[config.mk]
export PLATFORM = sky130hd
export DESIGN_NAME = seq_divider
export DESIGN_NICKNAME = d
export VERILOG_FILES = /design/src/rtl/seq_divider.sv
export SDC_FILE = /design/constraint.sdc
export NUM_CORES = 1
export LEC_CHECK = 0
export BUFFER_PORTS_ARGS = -buffer_cell sky130_fd_sc_hd__clkbuf_2
export CAP_MARGIN = 20
export CORE_ASPECT_RATIO = 0.5
export CORE_MARGIN = 2
export CORE_UTILIZATION = 35
export CTS_CLUSTER_SIZE = 8
export DETAILED_ROUTE_END_ITERATION = 6
export HOLD_SLACK_MARGIN = 0.15
export PLACE_DENSITY_LB_ADDON = 0.15
export SLEW_MARGIN = 5
export SYNTH_ARGS = -nofsm -noshare
export SYNTH_HDL_FRONTEND = slang
export SYNTH_SLANG_ARGS = --single-unit
[constraint.sdc]
create_clock -name clock -period 4.2 [get_ports clock]
set_input_delay 0.42 -clock clock [delete_from_list [all_inputs] [get_ports clock]]
set_output_delay 0.42 -clock clock [all_outputs]
set_load 0.01 [all_outputs]
[src/rtl/seq_divider.sv]
// seq_divider: multicycle signed restoring divider, one quotient bit per cycle.
// Optional remainder output is enabled by defining REMAINDER_OUT_EN.
module seq_divider #(
  parameter int WIDTH = 32
) (
  input  logic             clock,
  input  logic             reset,
  input  logic             ctrl_div,
  input  logic [WIDTH-1:0] data_operandA,
  input  logic [WIDTH-1:0] data_operandB,
  output logic [WIDTH-1:0] data_result,
  output logic             data_exception,
  output logic             data_resultRDY,
  output logic             busy
`ifdef REMAINDER_OUT_EN
  ,
  output logic [WIDTH-1:0] data_remainder
`endif
);

  localparam int CW = $clog2(WIDTH);

  typedef enum logic [1:0] {IDLE, RUN, DONE} state_t;

  state_t           state, state_nxt;
  logic [CW-1:0]    count;
  logic [WIDTH-1:0] quo, rem, dvs;
  logic             sign_q, div0;
  logic [WIDTH-1:0] abs_a, abs_b;
  logic [WIDTH:0]   shifted, diff;
  logic [WIDTH-1:0] quo_nxt, rem_nxt;
  logic             last;
`ifdef REMAINDER_OUT_EN
  logic             sign_r;
`endif

  // Operand magnitudes and one restoring step over a WIDTH+1 bit subtractor
  always_comb begin
    abs_a   = data_operandA[WIDTH-1] ? -data_operandA : data_operandA;
    abs_b   = data_operandB[WIDTH-1] ? -data_operandB : data_operandB;
    shifted = {rem, quo[WIDTH-1]};
    diff    = shifted + ~{1'b0, dvs} + (WIDTH+1)'(1);
    quo_nxt = {quo[WIDTH-2:0], ~diff[WIDTH]};
    rem_nxt = diff[WIDTH] ? shifted[WIDTH-1:0] : diff[WIDTH-1:0];
    last    = (count == CW'(WIDTH - 1));
  end

  // State register
  always_ff @(posedge clock or negedge reset) begin
    if (!reset) state <= IDLE;
    else        state <= state_nxt;
  end

  // Next-state logic and status outputs; a start pulse always (re)loads
  always_comb begin
    state_nxt      = state;
    data_resultRDY = (state == DONE);
    busy           = (state != IDLE);
    if (ctrl_div) begin
      state_nxt = RUN;
    end else begin
      case (state)
        IDLE:    state_nxt = IDLE;
        RUN:     state_nxt = last ? DONE : RUN;
        DONE:    state_nxt = IDLE;
        default: state_nxt = IDLE;
      endcase
    end
  end

  // Datapath: load on start, iterate in RUN, publish results on the final step
  always_ff @(posedge clock or negedge reset) begin
    if (!reset) begin
      count          <= '0;
      quo            <= '0;
      rem            <= '0;
      dvs            <= '0;
      sign_q         <= 1'b0;
      div0           <= 1'b0;
      data_result    <= '0;
      data_exception <= 1'b0;
`ifdef REMAINDER_OUT_EN
      sign_r         <= 1'b0;
      data_remainder <= '0;
`endif
    end else if (ctrl_div) begin
      count  <= '0;
      quo    <= abs_a;
      rem    <= '0;
      dvs    <= abs_b;
      sign_q <= data_operandA[WIDTH-1] ^ data_operandB[WIDTH-1];
      div0   <= (data_operandB == '0);
`ifdef REMAINDER_OUT_EN
      sign_r <= data_operandA[WIDTH-1];
`endif
    end else if (state == RUN) begin
      quo   <= quo_nxt;
      rem   <= rem_nxt;
      count <= count + CW'(1);
      if (last) begin
        data_result    <= div0 ? '0 : (sign_q ? -quo_nxt : quo_nxt);
        data_exception <= div0;
`ifdef REMAINDER_OUT_EN
        data_remainder <= div0 ? '0 : (sign_r ? -rem_nxt : rem_nxt);
`endif
      end
    end
  end

endmodule

# ---- Word level (Yosys, flattened, before mapping)
# Index checks and enable logic that the tools add are counted.
dict set report op_classes {
  add_sub_neg 6
  n_eq_ne 3
  muxes 14
  n_bitwise 4
  n_reduce_logical 4
}
# op n
set ops {}
lappend ops {{2-to-1 mux 32 bit} 9}
lappend ops {{negation 32 bit} 3}
lappend ops {{adder 33 x 1 -> 33 bit (second input constant)} 1}
lappend ops {{adder 33 bit} 1}
lappend ops {{NOT 32 -> 33 bit} 1}
lappend ops {{zero test 32 bit} 1}
lappend ops {{2-to-1 mux 5 bit} 2}
lappend ops {{2-to-1 mux 2 bit} 3}
lappend ops {{adder 5 x 1 -> 5 bit (second input constant)} 1}
lappend ops {{== test 5 bit (second input constant)} 1}
lappend ops {{nonzero test 2 bit} 2}
lappend ops {{AND reduction 3 bit} 1}
lappend ops {{== test 2 x 1 -> 1 bit (second input constant)} 1}
lappend ops {{== test 2 bit (second input constant)} 1}
lappend ops {{NOT 1 bit} 2}
lappend ops {{bitwise XOR 1 bit} 1}
dict set report word_totals {
  regBits 138
  input_bits 67
  out_inout_bits 35
  wordCells 40
}

# ---- Logic depth before layout (Yosys ltp)
# Gate-level depths: netlist of run 1.
dict set report depth {
  word_depth 7
  mapped_depth 18
  mapped_depth_nobuf 17
}

# ---- Worst setup path before layout of run 1
# No wires, ideal clock.
dict set report synth_timing {
  path_type {reg-to-reg}
  from {reg rem[4]}
  to {reg data_result[22]}
  setup_time_ns 0.121
  arrival_time_ns 3.747
  t_required_ns 4.079
  slack_ns 0.332
  stages_incl_launch_ff 17
  path_buffers 1
  period_less_slack_ns 3.868
  path_cell_list {dfrtp_1 ha_1 a21o_1 or3_1 o21ai_0 nand4_1 a21oi_1 a21oi_1 xor2_1 inv_2 clkbuf_1 ha_1 nand3_1 or2_2 o21ai_0 xnor2_1 a22o_1}
}
dict set report synth_between {
  elab_chain_cells 6
}
# item line
set synth_lines {}
lappend synth_lines {{start, declared} 27} ;# logic [WIDTH-1:0] quo, rem, dvs;
lappend synth_lines {{start signal, assigned} 98} ;# rem <= rem_nxt;
lappend synth_lines {{adder 33 bit} 42} ;# diff = shifted + ~{1'b0, dvs} + (WIDTH+1)'(1);
lappend synth_lines {{adder 33 x 1 -> 33 bit} 42}
lappend synth_lines {{NOT 1 bit} 43} ;# quo_nxt = {quo[WIDTH-2:0], ~diff[WIDTH]};
lappend synth_lines {{negation 32 bit} 101} ;# data_result <= div0 ? '0 : (sign_q ? -quo_nxt : quo_nxt);
lappend synth_lines {{2-to-1 mux 32 bit (2 in series)} 101}
lappend synth_lines {{end signal, assigned} 101}
lappend synth_lines {{end, declared} 11} ;# output logic [WIDTH-1:0] data_result,
# No other way between the ends.
# A chain may end at the register's enable or synchronous reset.

# ---- Final worst setup path of run 1
dict set report layout_timing {
  from {reg rem[20]}
  to {reg data_result[20]}
}
# Same word-level chain as after synthesis.

==> flow_metrics.py, run 1 <==
metrics = {
    "status": {
        "run_status": "complete, no violations",
    },
    "layout": {
        "layout.core_utilization_pct": 42.23,
        "fillCellCount": 2571,
        "diodes": 0,
        "synthToLayoutAreaGrowth_pct": 17.16,
        "ff_latch_area_sq_um": 3453,
        "multiInputGateArea_sq_um": 5379,
        "drive_gt1_share_pct": 15.37,
        "num-nets-final": 1237,
    },
    "die": {
        "die_w_microns": 233.4,
        "pin_count": 102,
        "dieArea_sq_um": 27700,
        "floorplan_row_count": 41,
        "core_region_area_sq_um": 25550,
        "fp.dieH_microns": 118.7,
        "initial_utilization_pct": 36.05,
    },
    "synthesis": {
        "postSynth.topFlopCell": "dfrtp_1",
        "synth.top_cell.area_share_pct": 37.50,
        "synth_top_family_by_area": "compound AO/OA/AOI/OAI gates",
        "synth_most_common_cell": "dfrtp_1",
        "seq_area_frac_synth_pct": 37.50,
        "synth_enable_flop_cells": 0,
        "synth.yosys.warnings": 0,
        "synth-seq-cells": 138,
        "synthesized_area_per_cell_sq_um": 8.754,
        "yosys-top-cells-count": "138 x dfrtp_1, 111 x nand2_1, 88 x nor2_1",
        "synth_fa_ha_area_share_pct": 5.245,
        "syn-cell-area_sq_um": 9209,
        "syn_inst": 1052,
        "synthXorXnorAreaFrac_pct": 10.94,
        "post_synth_mux_area_share_pct": 3.410,
        "synth.area.top_cells": "dfrtp_1 38%, xnor2_1 6.9%, ha_1 5.0%",
        "synth_cell_types": 55,
        "yosys.area.top_type": "dfrtp_1",
        "synth_async_sr_flop_share_pct": 100.0,
        "synth-compound-area-share_pct": 22.57,
        "yosys.area_share.simple_pct": 15.86,
        "synth_nets": 1157,
    },
    "min_path": {
        "worst_hold_path_type": "in -> reg",
        "hold_start": "data_operandB[0]",
        "whs_endpoint": "dvs[0]$_DFFE_PN0P_",
        "worst_hold_path.num_cells": 2,
    },
    "global_route": {
        "maximum_number_of_pins_on_one_net_before_global_route_repair": 71,
        "number_of_global_route_vias_before_repair": 7863,
        "global_route_usage_over_all_layers_pct": 18.03,
        "wire_length_of_the_first_global_routing_pass_mm": 40.05,
        "gr-total-overflow": 0,
        "number_of_antenna_violations_at_the_first_check_in_global_routing": 0,
    },
    "sta": {
        "timing.final.crit_period_ps": 3783,
        "timing.final.max_slew_violations": 0,
        "finalSetupTns_ps": 0,
        "fin_crit_sh_pct": 90.06,
        "finalClockSkew_ps": 11.09,
        "hold_viol_final": 0,
        "maxSlewHeadroom_pct": 27.77,
        "unrepaired_setup_endpoints_after_global_routing": "false",
        "max_freq_ghz": 0.2644,
        "final-setup-viol-count": 0,
        "worst_pin_slew_ps": 1084,
    },
    "worst_setup_path": {
        "timing.critical_path.slowest_cell_delay_ps": 400,
        "timing.critical_path.from_type": "register",
        "cp_num_buf_inv": 1,
        "worst_r2r_setup_slack_ps": 420,
        "slowest_stage": "dfrtp_1",
        "timing.setup.critical_path_class": "reg -> reg",
        "crit_family": "compound AO/OA/AOI/OAI gates",
        "required_ps": 4540,
        "rr_worst_depth": 15,
        "cp_max_fanout": 6,
        "timing.critical_path.arrival_ps": 4120,
        "rr_startpoint": "rem[20]$_DFFE_PN0P_",
        "path_cells": "ha_1 > a21oi_1 > o211ai_1 > a41oi_1 > nand4_1 > a21oi_1 > a21oi_2 > xor2_4 > inv_2 > ha_1 > nand3_1 > or2_2 > o21ai_0 > xnor2_1 > a22o_1",
        "worst_setup_path_end_kind": "register",
        "crit-reg2reg-capture": "data_result[20]$_DFFE_PN0P_",
    },
    "detailed_routing": {
        "remaining_drc_errors": 0,
        "drtAntennaViolNets": 0,
        "vias_per_cell": 5.274,
        "detailedRoute.firstPassIterationCount": 7,
        "route.met3.wl_microns": 891,
        "top_signal_layer_used": "met4",
        "wire_per_inst_microns": 16.00,
        "met2RoutedLength_mm": 11.01,
        "vias": 7853,
        "drt-initial-drc-count": 582,
        "wl_met1_mm": 11.58,
        "wl_mm": 23.82,
    },
    "clocking": {
        "root_buffer": "clkbuf_16",
        "cts_max_level": 4,
        "clk-insertion-delay-late_ps": 450,
        "post_cts_buffers": 0,
        "clock_pin_slew_worst_setup_and_hold_paths_ps": 70,
        "clock_sinks": 138,
        "clock_path_buffers": 2,
        "cts_tree": "yes",
        "cts_inserted_buffers": 17,
    },
    "power": {
        "p_per_area_nw_per_um2": 447.0,
        "ir_drop_mv": 0.3067,
        "power.leakage_nw": 5.043,
    },
    "flow_run": {
        "maxCapViolations": 0,
    },
    "placed_design": {
        "port_buffers": 101,
        "place.detailed.hpwl_mm": 16.64,
        "gp_routability_congestion": 0.8050,
    },
}
## flip-flops by register name, indices dropped and copies added, names as in the netlist
| signal | cells |
|---|---|
| count | 5 |
| data_exception | 1 |
| data_result | 32 |
| div0 | 1 |
| dvs | 32 |
| quo | 32 |
| rem | 32 |
| sign_q | 1 |
| state | 2 |
## power breakdown
group	leakage, nW	internal, mW	switching, mW
Combinational	2.97	0.585	0.817
Sequential	1.76	1.49	0.169
Clock	0.315	1.13	0.632
Total	5.04	3.20	1.62
## worst max path at each step
stage	start	end	slack [ps]	depth (start not counted)
after floorplan	rem[4]$_DFFE_PN0P_	data_result[22]$_DFFE_PN0P_	330	16
after global placement	rem[4]$_DFFE_PN0P_	data_result[22]$_DFFE_PN0P_	260	15
after detailed placement	rem[4]$_DFFE_PN0P_	data_result[20]$_DFFE_PN0P_	150	15
after CTS	rem[4]$_DFFE_PN0P_	data_result[20]$_DFFE_PN0P_	150	15
after global routing	quo[31]$_DFFE_PN0P_	data_result[22]$_DFFE_PN0P_	40	17
final	rem[20]$_DFFE_PN0P_	data_result[20]$_DFFE_PN0P_	420	15
## cells in the final DEF, fill, tap and decap left out, types with 8 or more instances in the layout
master	n
dfrtp_1	138
nand2_1	111
clkbuf_2	99
nor2_1	87
a21oi_1	75
xnor2_1	73
o21ai_0	67
inv_1	52
xor2_1	41
ha_1	37
o31ai_1	32
a22o_1	30
mux2i_1	28
a311oi_1	21
a211oi_1	20
clkbuf_16	17
buf_4	17
o41ai_1	16
nor3_1	14
a21o_1	12
or4_1	12
nand2b_1	11
or3_1	10
nand4_1	10
nand3_1	10
and3_1	9
and2_1	8
## metrics by stage
step / setup WS [ps] / power (mW) / area (sq um) / cells / hold WS, ps
2_1_floorplan: 331.5 / 2.669 / 9209 / 1052 / 124.4
3_3_place_gp: 261.1 / 3.074 / 10090 / 1456 / 474.9
3_5_place_dp: 154.4 / 3.085 / 10090 / 1456 / 475.2
4_1_cts: 154.5 / 4.876 / 10780 / 1489 / 251.9
5_1_grt: 44.84 / 5.142 / 10790 / 1489 / 271.6
6_report: 417.5 / 4.823 / 10790 / 1489 / 278.7
## kinds of logic after synthesis
family | Yosys count
AOI/OAI and AO/OA | 312
DFF | 138
xor gates and xnor gates | 115
muxes | 31
adders and majority gates | 38
buffers and inverters | 110
and+or+nand+nor | 308
## routing by layer
metal  vias up  track usage [%]
met4         0            4.905
met5         -                0
met1      3767            24.10
met2       116            28.73
li1       3949                -
met3        21            4.778
## area by class of cell
class                      instances  share of cell area (%)
inverter                          53                   1.844
clock buffer                      18                   4.071
sequential                       138                   32.01
multi-input combinational        804                   49.86
clock inverter                    14                   2.261
timing repair buffer             118                   5.972
tap                              344                   3.989
## timing repair
action,4_1_cts,5_1_grt
resized for setup,0,3
hold buffers,1,0
setup endpoints to repair,0,28
endpoints found under the hold margin,68,0
(Power assumes the default switching activity.)
==> run 2, diff against run 1 <==
--- a/config.mk
+++ b/config.mk
@@ -5,6 +5,7 @@
 export SDC_FILE = /design/constraint.sdc
 export NUM_CORES = 1
 export LEC_CHECK = 0
+export ABC_AREA = 1
 export BUFFER_PORTS_ARGS = -buffer_cell sky130_fd_sc_hd__clkbuf_2
 export CAP_MARGIN = 20
 export CORE_ASPECT_RATIO = 0.5
@@ -14,7 +15,6 @@
 export DETAILED_ROUTE_END_ITERATION = 6
 export HOLD_SLACK_MARGIN = 0.15
 export PLACE_DENSITY_LB_ADDON = 0.15
-export SLEW_MARGIN = 5
 export SYNTH_ARGS = -nofsm -noshare
 export SYNTH_HDL_FRONTEND = slang
 export SYNTH_SLANG_ARGS = --single-unit
==> flow_metrics.py, run 2 <==
metrics = {
    "status": {
        "run_status": "complete, no violations",
    },
    "worst_setup_path": {
        "worst_setup_path_end_kind": "register",
        "rr_worst_depth": 27,
        "cp_max_fanout": 5,
        "required_ps": 4580,
        "timing.setup.critical_path_class": "reg -> reg",
        "most_frequent_cell_on_critical_path": "nand2_2",
        "timing.critical_path.from_type": "register",
        "worst_r2r_setup_slack_ps": 610,
        "setup.worst_path.start": "quo[31]$_DFFE_PN0P_",
        "timing.critical_path.arrival_ps": 3960,
        "crit-reg2reg-capture": "data_result[28]$_DFFE_PN0P_",
        "rr_startpoint": "quo[31]$_DFFE_PN0P_",
        "slowest_stage": "fa_1",
        "timing.critical_path.slowest_cell_delay_ps": 410,
    },
    "die": {
        "initial_utilization_pct": 35.29,
        "die_w_microns": 245.0,
        "dieArea_sq_um": 30500,
        "fp.dieH_microns": 124.5,
        "core_region_area_sq_um": 28790,
        "pin_count": 102,
        "floorplan_row_count": 44,
    },
    "sta": {
        "unrepaired_setup_endpoints_after_global_routing": "false",
        "hold_viol_final": 0,
        "finalSetupTns_ps": 0,
        "timing.final.max_slew_violations": 0,
        "max_freq_ghz": 0.2789,
        "final-setup-viol-count": 0,
        "whs_ps": 268.9,
        "worst_pin_slew_ps": 980.7,
        "finalClockSkew_ps": 12.47,
        "maxSlewHeadroom_pct": 34.22,
        "timing.final.crit_period_ps": 3585,
        "fin_crit_sh_pct": 85.36,
    },
    "min_path": {
        "worst_hold_path_type": "in -> reg",
        "whs_endpoint": "quo[27]$_DFFE_PN0P_",
        "worst_hold_path.num_cells": 3,
        "hold_start": "data_operandA[27]",
    },
    "synthesis": {
        "synth.yosys.warnings": 0,
        "seq_area_frac_synth_pct": 33.98,
        "syn-cell-area_sq_um": 10160,
        "yosys.area.top_type": "dfrtp_1",
        "synth_cell_types": 56,
        "synth.top_cell.area_share_pct": 33.98,
        "synth-seq-cells": 138,
        "synth_most_common_cell": "nand2_1",
        "synth_async_sr_flop_share_pct": 100.0,
        "postSynth.topFlopCell": "dfrtp_1",
        "synth.area.top_cells": "dfrtp_1 34%, nand2_1 13%, inv_1 6.9%",
        "synth_enable_flop_cells": 0,
        "syn_inst": 1436,
        "synthesized_area_per_cell_sq_um": 7.077,
        "yosys-top-cells-count": "359 x nand2_1, 186 x inv_1, 138 x dfrtp_1",
        "synth_nets": 1541,
    },
    "layout": {
        "drive_gt1_share_pct": 13.79,
        "fillCellCount": 3040,
        "num-nets-final": 1626,
        "final_cell_mix": "359 x nand2_1, 186 x inv_1, 138 x dfrtp_1",
        "most_common_cell_after_layout_fill_and_taps_aside": "nand2_1",
        "synthToLayoutAreaGrowth_pct": 14.18,
        "final_cell_count_no_fill": 1922,
    },
    "clocking": {
        "cts_tree": "yes",
        "holdBufCountCts": 1,
        "post_cts_buffers": 0,
        "clock_sinks": 138,
        "clock_path_buffers": 2,
        "cts_inserted_buffers": 17,
        "ctsResizeCount": 0,
        "cts_max_level": 4,
        "clk-insertion-delay-late_ps": 450,
        "root_buffer": "clkbuf_16",
        "clock_pin_slew_worst_setup_and_hold_paths_ps": 60,
    },
    "detailed_routing": {
        "wl_mm": 31.06,
        "drtAntennaViolNets": 0,
        "drt-initial-drc-count": 764,
        "wire_per_inst_microns": 16.16,
        "vias_per_cell": 5.048,
        "detailedRoute.firstPassIterationCount": 5,
        "vias": 9702,
        "remaining_drc_errors": 0,
    },
    "global_route": {
        "wire_length_of_the_first_global_routing_pass_mm": 50.11,
        "number_of_antenna_violations_at_the_first_check_in_global_routing": 1,
        "gr-total-overflow": 0,
        "number_of_global_route_vias_before_repair": 9369,
        "maximum_number_of_pins_on_one_net_before_global_route_repair": 82,
        "global_route_usage_over_all_layers_pct": 20.78,
    },
    "power": {
        "power.leakage_nw": 5.798,
        "power_switching_share_pct": 42.41,
        "ir_drop_mv": 0.2921,
        "pwr-share-clk_pct": 25.2,
        "switchingPower_mw": 2.437,
        "internal-power_mw": 3.309,
        "combPwrFrac_pct": 45.6,
        "share_seq_of_total_power_pct": 29.3,
        "p_per_area_nw_per_um2": 495.1,
    },
    "placed_design": {
        "place.detailed.hpwl_mm": 23.47,
        "port_buffers": 101,
        "gp_routability_congestion": 0.9100,
        "placed_cells_incl_taps": 1891,
    },
    "flow_run": {
        "maxCapViolations": 0,
    },
}
==> run 2: cell count changes after synthesis, sizes merged, moves of 18 or more <==
cell / before / now
nor2: 88 / 136
o31ai: 32 / 2
nand2: 111 / 375
a211oi: 20 / 2
o21ai: 68 / 130
a22o: 30 / 2
o221ai: 0 / 22
inv: 53 / 188
xnor2: 73 / 22
nand3: 11 / 100
o211ai: 6 / 24
mux2i: 28 / 0
a311oi: 21 / 0
==> run 2: cell families after synthesis <==
group           synth area share (%)
fa+ha+maj                      4.752
simple gates                   29.17
compound gates                 18.28
buf+inv                        9.333
flops                          33.98
xor+xnor                       4.482
==> run 2: how the worst max path moves through the flow <==
stage	endpoint	slack (ps)	cells past startpoint
2_1_floorplan	data_result[28]$_DFFE_PN0P_	890	28
3_3_place_gp	data_result[28]$_DFFE_PN0P_	730	27
3_5_place_dp	data_result[28]$_DFFE_PN0P_	650	27
4_1_cts	data_result[28]$_DFFE_PN0P_	610	27
5_1_grt	data_result[28]$_DFFE_PN0P_	240	27
6_report	data_result[28]$_DFFE_PN0P_	610	27
==> run 2: through the flow <==
stage	setup slack (ps)	utilization, %	power (mW)	area [sq um]
2_1_floorplan	893.7	-	3.686	10160
3_3_place_gp	728.9	38.30	4.247	11030
3_5_place_dp	654.8	38.30	4.261	11030
4_1_cts	606.8	40.20	5.741	11570
5_1_grt	241.3	40.30	6.197	11600
6_report	614.7	40.30	5.745	11600
==> run 2: power by group through the flow <==
stage	Clock, mW	Combinational (mW)	Sequential [mW]
after floorplan	0	2.03	1.66
after global placement	0	2.55	1.69
after detailed placement	0	2.56	1.70
after CTS	1.48	2.58	1.68
after global routing	1.53	2.96	1.71
final	1.45	2.62	1.68
==> run 2: layout make-up <==
class                           count  area (sq um)  share of cell area (%)
Clock inverter                      3         40.04                  0.3451
Timing Repair Buffer              115         639.4                   5.510
Inverter                          190         713.2                   6.146
Tap cell                          391         489.2                   4.216
Antenna cell                        1         2.502                 0.02157
Sequential cell                   138          3453                   29.76
Multi-Input combinational cell   1059          5771                   49.73
Clock buffer                       25         495.5                   4.270
==> run 2: worst max-delay path, delay by kind of cell (launching register included) <==
kind / cells / cell delay, ps
AND/OR/NAND/NOR: 18 / 1770
flip-flops: 1 / 360
adder cells (fa/ha/maj): 3 / 770
AO/OA/AOI/OAI: 3 / 400
buffers and inverters: 3 / 180
==> run 2: routing by layer <==
| metal | vias to the layer above | wire length [microns] | global-route usage [%] |
|---|---|---|---|
| li1 | 4927 | - | - |
| met1 | 4536 | 15860 | 30.16 |
| met2 | 209 | 13420 | 31.11 |
| met3 | 30 | 1235 | 4.029 |
| met4 | 0 | 546 | 6.133 |
| met5 | - | 0 | 0 |
